### src/rtl/video_collision_pkg.sv
`default_nettype none
// ============================================================================
// Module      : video_collision_pkg
// Description : Shared definitions for the sprite collision detector:
//               register offsets (word index = iomem_addr[4:2]), the block
//               select value, CTRL bit positions, the CTRL storage type and
//               a helper that flags sprites overlapping any other sprite.
// Revision    : 1.0 - initial release
// ============================================================================
package video_collision_pkg;

  // Block select value compared against iomem_addr[23:20]
  localparam logic [3:0] VC_BLOCK_SEL = 4'h4;

  // Register word indices (byte offset >> 2)
  localparam logic [2:0] VC_CTRL     = 3'd0;  // 0x00
  localparam logic [2:0] VC_SS_HIT   = 3'd1;  // 0x04
  localparam logic [2:0] VC_BG_HIT   = 3'd2;  // 0x08
  localparam logic [2:0] VC_FRAME    = 3'd3;  // 0x0C
  localparam logic [2:0] VC_IRQ_STAT = 3'd4;  // 0x10

  // CTRL bit positions
  localparam int VC_CTRL_ENABLE_BIT  = 0;
  localparam int VC_CTRL_IRQ_EN_BIT  = 1;
  localparam int VC_CTRL_SS_MASK_LSB = 8;

  typedef struct packed {
    logic [7:0] ss_mask;
    logic       irq_en;
    logic       enable;
  } vc_ctrl_t;

  // Bit i set when sprite i is opaque together with at least one other sprite
  function automatic logic [7:0] vc_ss_hits(input logic [7:0] opq);
    logic [7:0] hits;
    hits = '0;
    for (int i = 0; i < 8; i++) begin
      hits[i] = opq[i] & (|(opq & ~(8'd1 << i)));
    end
    return hits;
  endfunction

endpackage
`default_nettype wire

### src/rtl/video_collision_if.sv
`default_nettype none
// ============================================================================
// Module      : video_collision_if
// Description : iomem bus bundle between the SoC (master) and the collision
//               detector (slave).
//   iomem_valid  : request, already qualified for the video window
//   iomem_ready  : one-cycle completion pulse
//   iomem_wstrb  : byte write strobes, 0 = read
//   iomem_addr   : byte address
//   iomem_wdata  : write data
//   iomem_rdata  : read data, valid while iomem_ready is high
// Revision    : 1.0 - initial release
// ============================================================================
interface video_collision_if;
  logic        iomem_valid;
  logic        iomem_ready;
  logic [3:0]  iomem_wstrb;
  logic [31:0] iomem_addr;
  logic [31:0] iomem_wdata;
  logic [31:0] iomem_rdata;

  modport master (
    output iomem_valid, iomem_wstrb, iomem_addr, iomem_wdata,
    input  iomem_ready, iomem_rdata
  );

  modport slave (
    input  iomem_valid, iomem_wstrb, iomem_addr, iomem_wdata,
    output iomem_ready, iomem_rdata
  );
endinterface
`default_nettype wire

### src/rtl/video_collision_regs.sv
`default_nettype none
// ============================================================================
// Module      : video_collision_regs
// Description : Bus decode, ready pulse generation, CTRL and IRQ_STAT
//               storage and the registered interrupt output.
//   clk, resetn   : clock, asynchronous active-low reset
//   bus           : iomem slave port
//   i_ss_hit      : SS_HIT snapshot for readback
//   i_bg_hit      : BG_HIT snapshot for readback
//   i_frame       : frame counter for readback
//   i_frame_edge  : frame-end strobe (snapshot cycle)
//   i_irq_cond    : collision condition evaluated on the work sets
//   o_ctrl        : CTRL register fields
//   o_irq         : level interrupt (pending & IRQ_EN, registered)
// Revision    : 1.0 - initial release
// ============================================================================
module video_collision_regs
  import video_collision_pkg::*;
#(
  parameter int NUM_SPRITES = 8
) (
  input  logic                   clk,
  input  logic                   resetn,
  video_collision_if.slave       bus,
  input  logic [NUM_SPRITES-1:0] i_ss_hit,
  input  logic [NUM_SPRITES-1:0] i_bg_hit,
  input  logic [15:0]            i_frame,
  input  logic                   i_frame_edge,
  input  logic                   i_irq_cond,
  output vc_ctrl_t               o_ctrl,
  output logic                   o_irq
);

  vc_ctrl_t    r_ctrl;
  logic        r_pending;
  logic        r_ready;
  logic        r_hold;
  logic        r_irq;
  logic [31:0] r_rdata;

  logic        w_sel;
  logic [2:0]  w_reg;
  logic        w_accept;
  logic        w_wr;
  logic        w_rd;
  logic        w_set;
  logic        w_clr;
  logic [31:0] w_rdata;
  logic        w_unused_bus;

  assign w_sel    = (bus.iomem_addr[23:20] == VC_BLOCK_SEL);
  assign w_reg    = bus.iomem_addr[4:2];
  // r_hold blocks a second ready while valid stays high after completion
  assign w_accept = bus.iomem_valid & w_sel & ~r_ready & ~r_hold;
  assign w_wr     = w_accept & (|bus.iomem_wstrb);
  assign w_rd     = w_accept & ~(|bus.iomem_wstrb);
  assign w_set    = i_frame_edge & r_ctrl.irq_en & i_irq_cond;
  assign w_clr    = w_wr & (w_reg == VC_IRQ_STAT) & bus.iomem_wstrb[0]
                    & bus.iomem_wdata[0];

  assign w_unused_bus = ^{bus.iomem_addr[31:24], bus.iomem_addr[19:5],
                          bus.iomem_addr[1:0], bus.iomem_wdata[31:16],
                          bus.iomem_wdata[7:2], bus.iomem_wstrb[3:2]};

  always_comb begin
    w_rdata = '0;
    case (w_reg)
      VC_CTRL: begin
        w_rdata[VC_CTRL_ENABLE_BIT]           = r_ctrl.enable;
        w_rdata[VC_CTRL_IRQ_EN_BIT]           = r_ctrl.irq_en;
        w_rdata[VC_CTRL_SS_MASK_LSB +: 8]     = r_ctrl.ss_mask;
      end
      VC_SS_HIT:   w_rdata[NUM_SPRITES-1:0] = i_ss_hit;
      VC_BG_HIT:   w_rdata[NUM_SPRITES-1:0] = i_bg_hit;
      VC_FRAME:    w_rdata[15:0]            = i_frame;
      VC_IRQ_STAT: w_rdata[0]               = r_pending;
      default:     w_rdata = '0;
    endcase
  end

  always_ff @(posedge clk or negedge resetn) begin
    if (!resetn) begin
      r_ready <= 1'b0;
      r_hold  <= 1'b0;
      r_rdata <= '0;
    end else begin
      r_ready <= w_accept;
      r_hold  <= (r_ready | r_hold) & bus.iomem_valid;
      r_rdata <= w_rd ? w_rdata : '0;
    end
  end

  always_ff @(posedge clk or negedge resetn) begin
    if (!resetn) begin
      r_ctrl <= '0;
    end else if (w_wr && (w_reg == VC_CTRL)) begin
      if (bus.iomem_wstrb[0]) begin
        r_ctrl.enable <= bus.iomem_wdata[VC_CTRL_ENABLE_BIT];
        r_ctrl.irq_en <= bus.iomem_wdata[VC_CTRL_IRQ_EN_BIT];
      end
      if (bus.iomem_wstrb[1]) begin
        r_ctrl.ss_mask <= bus.iomem_wdata[VC_CTRL_SS_MASK_LSB +: 8];
      end
    end
  end

  // A new frame condition wins over a simultaneous W1C
  always_ff @(posedge clk or negedge resetn) begin
    if (!resetn) begin
      r_pending <= 1'b0;
      r_irq     <= 1'b0;
    end else begin
      if (w_set) begin
        r_pending <= 1'b1;
      end else if (w_clr) begin
        r_pending <= 1'b0;
      end
      r_irq <= r_pending & r_ctrl.irq_en;
    end
  end

  assign bus.iomem_ready = r_ready;
  assign bus.iomem_rdata = r_rdata;
  assign o_ctrl          = r_ctrl;
  assign o_irq           = r_irq;

endmodule
`default_nettype wire

### src/rtl/video_collision.sv
`default_nettype none
// ============================================================================
// Module      : video_collision
// Description : Per-frame sprite collision detector. Registers the pixel-path
//               opacity signals, accumulates sprite-vs-sprite and (optionally)
//               sprite-vs-background hits over the visible frame, snapshots
//               them on the vsync assertion edge and raises an interrupt.
//   clk, resetn     : clock, asynchronous active-low reset
//   bus             : iomem slave port (register access)
//   video_active    : current pixel is visible
//   sprite_opaque   : per-sprite opaque bits at this pixel
//   bg_opaque       : background texel is nonzero
//   vga_vsync       : vertical sync (polarity set by VSYNC_ACTIVE_LOW)
//   irq             : level interrupt
// Build option: define VIDEO_COLLISION_BG_EN to include sprite-vs-background
//               detection; otherwise BG_HIT reads 0 and bg_opaque is ignored.
// Revision    : 1.0 - initial release
// ============================================================================
module video_collision
  import video_collision_pkg::*;
#(
  parameter int NUM_SPRITES      = 8,
  parameter bit VSYNC_ACTIVE_LOW = 1'b1
) (
  input  logic                   clk,
  input  logic                   resetn,
  video_collision_if.slave       bus,
  input  logic                   video_active,
  input  logic [NUM_SPRITES-1:0] sprite_opaque,
  input  logic                   bg_opaque,
  input  logic                   vga_vsync,
  output logic                   irq
);

  vc_ctrl_t               w_ctrl;

  logic                   r_active;
  logic [NUM_SPRITES-1:0] r_opq;
  logic                   r_vsync;
  logic                   r_vsync_d;
  logic                   r_frame_edge;
  logic [NUM_SPRITES-1:0] r_ss_work;
  logic [NUM_SPRITES-1:0] r_ss_hit;
  logic [15:0]            r_frame;

  logic                   w_vs_assert;
  logic                   w_accum;
  logic [7:0]             w_ss_all;
  logic [NUM_SPRITES-1:0] w_ss_pix;
  logic [NUM_SPRITES-1:0] w_bg_work;
  logic [NUM_SPRITES-1:0] w_bg_hit;
  logic                   w_irq_cond;

  // Input stage: every detection decision uses these registered copies
  always_ff @(posedge clk or negedge resetn) begin
    if (!resetn) begin
      r_active     <= 1'b0;
      r_opq        <= '0;
      r_vsync      <= 1'b0;
      r_vsync_d    <= 1'b0;
      r_frame_edge <= 1'b0;
    end else begin
      r_active     <= video_active;
      r_opq        <= sprite_opaque;
      r_vsync      <= vga_vsync;
      r_vsync_d    <= r_vsync;
      r_frame_edge <= w_vs_assert;
    end
  end

  assign w_vs_assert = VSYNC_ACTIVE_LOW ? (r_vsync_d & ~r_vsync)
                                        : (~r_vsync_d & r_vsync);

  assign w_accum  = w_ctrl.enable & r_active;
  assign w_ss_all = vc_ss_hits(8'(r_opq));
  assign w_ss_pix = w_accum ? w_ss_all[NUM_SPRITES-1:0] : '0;

  // On the frame edge the current pixel seeds the freshly cleared work set
  always_ff @(posedge clk or negedge resetn) begin
    if (!resetn) begin
      r_ss_work <= '0;
      r_ss_hit  <= '0;
      r_frame   <= '0;
    end else if (r_frame_edge) begin
      r_ss_hit  <= r_ss_work;
      r_ss_work <= w_ss_pix;
      r_frame   <= r_frame + 16'd1;
    end else begin
      r_ss_work <= r_ss_work | w_ss_pix;
    end
  end

`ifdef VIDEO_COLLISION_BG_EN
  logic                   r_bg;
  logic [NUM_SPRITES-1:0] r_bg_work;
  logic [NUM_SPRITES-1:0] r_bg_hit;
  logic [NUM_SPRITES-1:0] w_bg_pix;

  assign w_bg_pix = (w_accum & r_bg) ? r_opq : '0;

  always_ff @(posedge clk or negedge resetn) begin
    if (!resetn) begin
      r_bg      <= 1'b0;
      r_bg_work <= '0;
      r_bg_hit  <= '0;
    end else begin
      r_bg <= bg_opaque;
      if (r_frame_edge) begin
        r_bg_hit  <= r_bg_work;
        r_bg_work <= w_bg_pix;
      end else begin
        r_bg_work <= r_bg_work | w_bg_pix;
      end
    end
  end

  assign w_bg_work = r_bg_work;
  assign w_bg_hit  = r_bg_hit;
`else
  logic w_unused_bg;
  assign w_unused_bg = bg_opaque;
  assign w_bg_work   = '0;
  assign w_bg_hit    = '0;
`endif

  // Mask applies only to sprite-vs-sprite; any background hit qualifies
  assign w_irq_cond = (|(8'(r_ss_work) & w_ctrl.ss_mask)) | (|w_bg_work);

  video_collision_regs #(
    .NUM_SPRITES (NUM_SPRITES)
  ) u_regs (
    .clk          (clk),
    .resetn       (resetn),
    .bus          (bus),
    .i_ss_hit     (r_ss_hit),
    .i_bg_hit     (w_bg_hit),
    .i_frame      (r_frame),
    .i_frame_edge (r_frame_edge),
    .i_irq_cond   (w_irq_cond),
    .o_ctrl       (w_ctrl),
    .o_irq        (irq)
  );

endmodule
`default_nettype wire

### src/flat_wrapper.sv
// flat-port wrapper written by rule: the top's interface ports become plain ports
module video_collision_flat import video_collision_pkg::*;
#(
  parameter int NUM_SPRITES      = 8,
  parameter bit VSYNC_ACTIVE_LOW = 1'b1
)
  (clk, resetn, video_active, sprite_opaque, bg_opaque, vga_vsync, irq, bus_iomem_valid, bus_iomem_wstrb, bus_iomem_addr, bus_iomem_wdata, bus_iomem_ready, bus_iomem_rdata);
  video_collision_if bus_i ();
  input  logic clk;
  input  logic resetn;
  input  logic video_active;
  input  logic [NUM_SPRITES-1:0] sprite_opaque;
  input  logic bg_opaque;
  input  logic vga_vsync;
  output logic irq;
  input wire logic [$bits(bus_i.iomem_valid)-1:0] bus_iomem_valid;
  input wire logic [$bits(bus_i.iomem_wstrb)-1:0] bus_iomem_wstrb;
  input wire logic [$bits(bus_i.iomem_addr)-1:0] bus_iomem_addr;
  input wire logic [$bits(bus_i.iomem_wdata)-1:0] bus_iomem_wdata;
  output wire logic [$bits(bus_i.iomem_ready)-1:0] bus_iomem_ready;
  output wire logic [$bits(bus_i.iomem_rdata)-1:0] bus_iomem_rdata;
  assign bus_i.iomem_valid = bus_iomem_valid;
  assign bus_i.iomem_wstrb = bus_iomem_wstrb;
  assign bus_i.iomem_addr = bus_iomem_addr;
  assign bus_i.iomem_wdata = bus_iomem_wdata;
  assign bus_iomem_ready = bus_i.iomem_ready;
  assign bus_iomem_rdata = bus_i.iomem_rdata;
  video_collision #(.NUM_SPRITES(NUM_SPRITES), .VSYNC_ACTIVE_LOW(VSYNC_ACTIVE_LOW)) u_core (.clk(clk), .resetn(resetn), .bus(bus_i), .video_active(video_active), .sprite_opaque(sprite_opaque), .bg_opaque(bg_opaque), .vga_vsync(vga_vsync), .irq(irq));
endmodule
### config.mk
export PLATFORM = sky130hd
export DESIGN_NAME = video_collision_flat
export DESIGN_NICKNAME = d
export VERILOG_FILES = /design/src/rtl/video_collision_pkg.sv /design/src/rtl/video_collision_if.sv /design/src/rtl/video_collision_regs.sv /design/src/rtl/video_collision.sv /design/src/flat_wrapper.sv
export SDC_FILE = /design/constraint.sdc
export NUM_CORES = 1
export LEC_CHECK = 0
export CAP_MARGIN = 10
export CELL_PAD_IN_SITES_DETAIL_PLACEMENT = 1
export CELL_PAD_IN_SITES_GLOBAL_PLACEMENT = 2
export CORE_MARGIN = 2
export CORE_UTILIZATION = 28
export CTS_BUF_LIST = sky130_fd_sc_hd__clkbuf_4 sky130_fd_sc_hd__clkbuf_8 sky130_fd_sc_hd__clkbuf_16
export DETAILED_ROUTE_END_ITERATION = 6
export PLACE_DENSITY = 0.79
export SLEW_MARGIN = 30
export SYNTH_ARGS = -nofsm -noshare
export SYNTH_HDL_FRONTEND = slang
export SYNTH_HIERARCHICAL = 1
export SYNTH_SLANG_ARGS = --single-unit
export TNS_END_PERCENT = 5
### constraint.sdc
create_clock -name clk -period 1.63 [get_ports clk]
set_input_delay 0.163 -clock clk [delete_from_list [all_inputs] [get_ports clk]]
set_output_delay 0.163 -clock clk [all_outputs]
set_load 0.05 [all_outputs]
==> reports/qor.csv <==
metric,value,unit
max-slew violation count,0,
Setup crit start kind,flip-flop,
most instantiated library cell after synthesis,dfrtp_1,
top flip-flop cell by instance count after synthesis,dfrtp_1,
synthesized area per cell,12.4,um2
family with the most delay on the worst path,simple AND/OR/NAND/NOR gates,
clock latency at the later pin of the worst-skew pair,340,ps
kind of critical path,flip-flop to flip-flop,
Detail Route Antenna Nets,0,
via count of the first global-routing pass,2293,
netlist area before placement,0.00322,mm2
number of buffers and inverters on the critical path,0,
Max H-tree Level,3,
remaining routing DRC violations,0,
Critical Path Fanout Max,8,
r2r worst-path depth,3,
unrepaired setup endpoints after global routing,no,
DR vias,2170,
Syn. warnings,6,
num rows,39,
setup skew after layout,4.48,ps
sequential standard cell area,0.00185,mm2
grt ovf,0,
via count normalized by instance count,4.47,
number of antenna cells inserted,0,
TritonCTS clock tree,built,
die boundary height,111,um
number of sinks handled by clock tree synthesis,74,
Comb pwr share,0.109,
placement-stage cell area,0.00392,mm2
final number of hold-violating endpoints,0,
internal power,3.71,mW
half-perimeter wire length after detailed placement,5.16,mm
source of the critical timing path,u_core/u_regs/bus.iomem_ready,
shortest period the worst path allows,1560,ps
power spent charging and discharging nets,1.19,mW
number of antenna violations at the first check in global routing,0,
Async SR Flop Fraction,1.00,
slack of the worst reg-to-reg path,70,ps
Worst R2R Start,u_core/u_regs/bus.iomem_ready,
Setup Viol. Count Final,0,
arrival time at the worst endpoint,1780,ps
sequential group share of total power,0.430,
Total Nets Final,420,
x dimension of the die,111,um
final routed wirelength across all metal layers,7.28,mm
global-route wire length before repair,11.9,mm
switching share of total power,0.243,
layout cell share with drive strength beyond 1,0.254,
area fraction of the dominant cell type after synthesis,0.575,
power share of the clock group,0.460,
number of enable flip-flop cells after synthesis,0,
total power after layout,4.91,mW
global-route total usage across every layer,0.123,
"area leader, netlist",dfrtp_1,
count of distinct cell types in the synthesized netlist,37,
number of DRC markers in iteration 0,65,
Boundary Pins,116,
number of max-cap violations,0,
endpoint kind of the worst setup timing path,flip-flop,
share of the clock period used by the worst path after layout,0.959,
drt pass-1 iters,4,
leading post-synthesis cells by cell area,"dfrtp_1 (57%), mux2_2 (8.4%), a22oi_1 (4.2%)",
clock buffers created by TritonCTS,9,
count of port buffers added during placement,51,
final routed wire length divided by cell count,15.0,um
CP Data Required Time,1850,ps
Tightest Hold Check Type,primary input to flip-flop,
worst setup path endpoint,u_core/u_regs/o_ctrl[8],
Resized cells post-CTS,0,
cell with the largest stage delay on the worst path,dfrtp_2,
series of cell instances along the critical path,"nor4b_4, nand4_4, mux2_4",
critical register-to-register path endpoint,u_core/u_regs/o_ctrl[8],
Synth top cells by count,"dfrtp_1 (74), mux2_2 (24), a22oi_1 (18), nor2_1 (18)",
largest vdd supply drop,0.000479,V
outcome,finished clean,
routability congestion estimate from global placement,0.813,
postcts setup bufs,0,
critical path depth in cells,3,
Core Footprint,0.0113,mm2
combined area of the multi-input logic cells,0.00127,mm2
sequential element share of the synthesized area,0.575,
CTS max path bufs,2,
CTS Root Cell,clkbuf_16,
power density over cell area,1150,mW/mm2
Layout area overhead,32.6,%
max incr delay on CP,430,ps
number of register bits inferred by synthesis,74,
starting density of the core,0.285,
fmax,0.640,GHz
pin count of the biggest net entering global routing,75,
gate count after technology mapping,260,
total leakage power,1.97,nW
fill cell instance count of the final layout,1233,
area enclosed by the die boundary,0.0124,mm2
clock slew seen by the registers of the worst setup and hold paths,60,ps
final non-filler cell area,0.00427,mm2
through the flow:
| step | hold WS, ps | setup WS (ps) | instances | TNS [ps] | utilization |
|---|---|---|---|---|---|
| 6_report | 259 | 66.7 | 485 | 0 | 0.378 |
| 4_1_cts | 247 | 25.8 | 485 | 0 | 0.378 |
| 5_1_grt | 247 | 7.56 | 485 | 0 | 0.378 |
| 3_5_place_dp | 227 | -168 | 468 | -2070 | 0.346 |
| 3_3_place_gp | 228 | -162 | 468 | -1980 | 0.346 |
| 2_1_floorplan | -133 | 10.9 | 282 | 0 | - |
metal layers:
layer | track usage | wire [um] | vias to the layer above | part of all wire
li1 | - | - | 1049 | -
met1 | 0.146 | 3080 | 1063 | 0.42
met2 | 0.208 | 3700 | 46 | 0.51
met3 | 0.0361 | 331 | 12 | 0.045
met4 | 0.0535 | 173 | 0 | 0.024
met5 | 0 | 0 | - | 0
flip-flops by register name (all words and copies together) (netlist names), 8 cells and up:
signal / flops
u_core/r_ss_hit: 8
u_core/u_regs/o_ctrl: 10
u_core/r_opq: 8
u_core/r_frame: 16
u_core/u_regs/bus.iomem_rdata: 16
u_core/r_ss_work: 8
power by group through the flow:
stage,sequential (mW),clock [mW],combinational (mW)
2_1_floorplan,2.11,0,0.343
3_3_place_gp,2.14,0,0.521
3_5_place_dp,2.15,0,0.538
4_1_cts,2.12,2.32,0.546
5_1_grt,2.13,2.39,0.594
6_report,2.11,2.26,0.537
layout by cell type, fill, tap and decap left out, types with 2 or more instances in the layout:
cell,count
a22oi_1,18
and2_1,3
and3_1,2
buf_4,33
bufinv_16,3
clkbuf_16,9
clkdlybuf4s50_1,32
clkinv_2,2
conb_1,24
dfrtp_1,73
inv_1,8
mux2_2,24
nand2_1,16
nand4_1,7
nand4_4,2
nor2_1,18
nor2b_1,4
nor3_1,2
nor4_1,14
nor4b_4,2
o22ai_1,8
or4_4,2
xnor2_1,4
xor2_1,11
cells by family after synthesis:
family          after synthesis  synth area share
simple gates                 78             0.153
flops                        74             0.575
buf+inv                      32            0.0578
compound gates               31            0.0695
mux                          27            0.0986
xor+xnor                     15            0.0408
other cells                   2           0.00233
fa+ha+maj                     1           0.00388
worst min-delay path by stage:
stage	start	endpoint	slack, ps	depth (start not counted)
2_1_floorplan	resetn	u_core/r_active	-130	0
3_3_place_gp	resetn	u_core/u_regs/bus.iomem_rdata[2]	230	2
3_5_place_dp	resetn	u_core/u_regs/r_hold	230	2
4_1_cts	sprite_opaque[3]	u_core/r_opq[3]	250	1
5_1_grt	sprite_opaque[7]	u_core/r_opq[7]	250	1
6_report	sprite_opaque[7]	u_core/r_opq[7]	260	1
cell type report:
class                   count  share of cell area
flip-flops and latches     74               0.434
clock inverters             7              0.0272
multi-input cells         176               0.297
repair buffers             68               0.141
well taps                 143              0.0419
clock buffers               9              0.0527
inverters                   8             0.00703
repair_timing:
item | in CTS | in global routing
endpoints found under the hold margin | 74 | 0
hold buffers | 1 | 0
endpoints found under the setup margin | 0 | 1
Power figures use the tool's default switching activity.
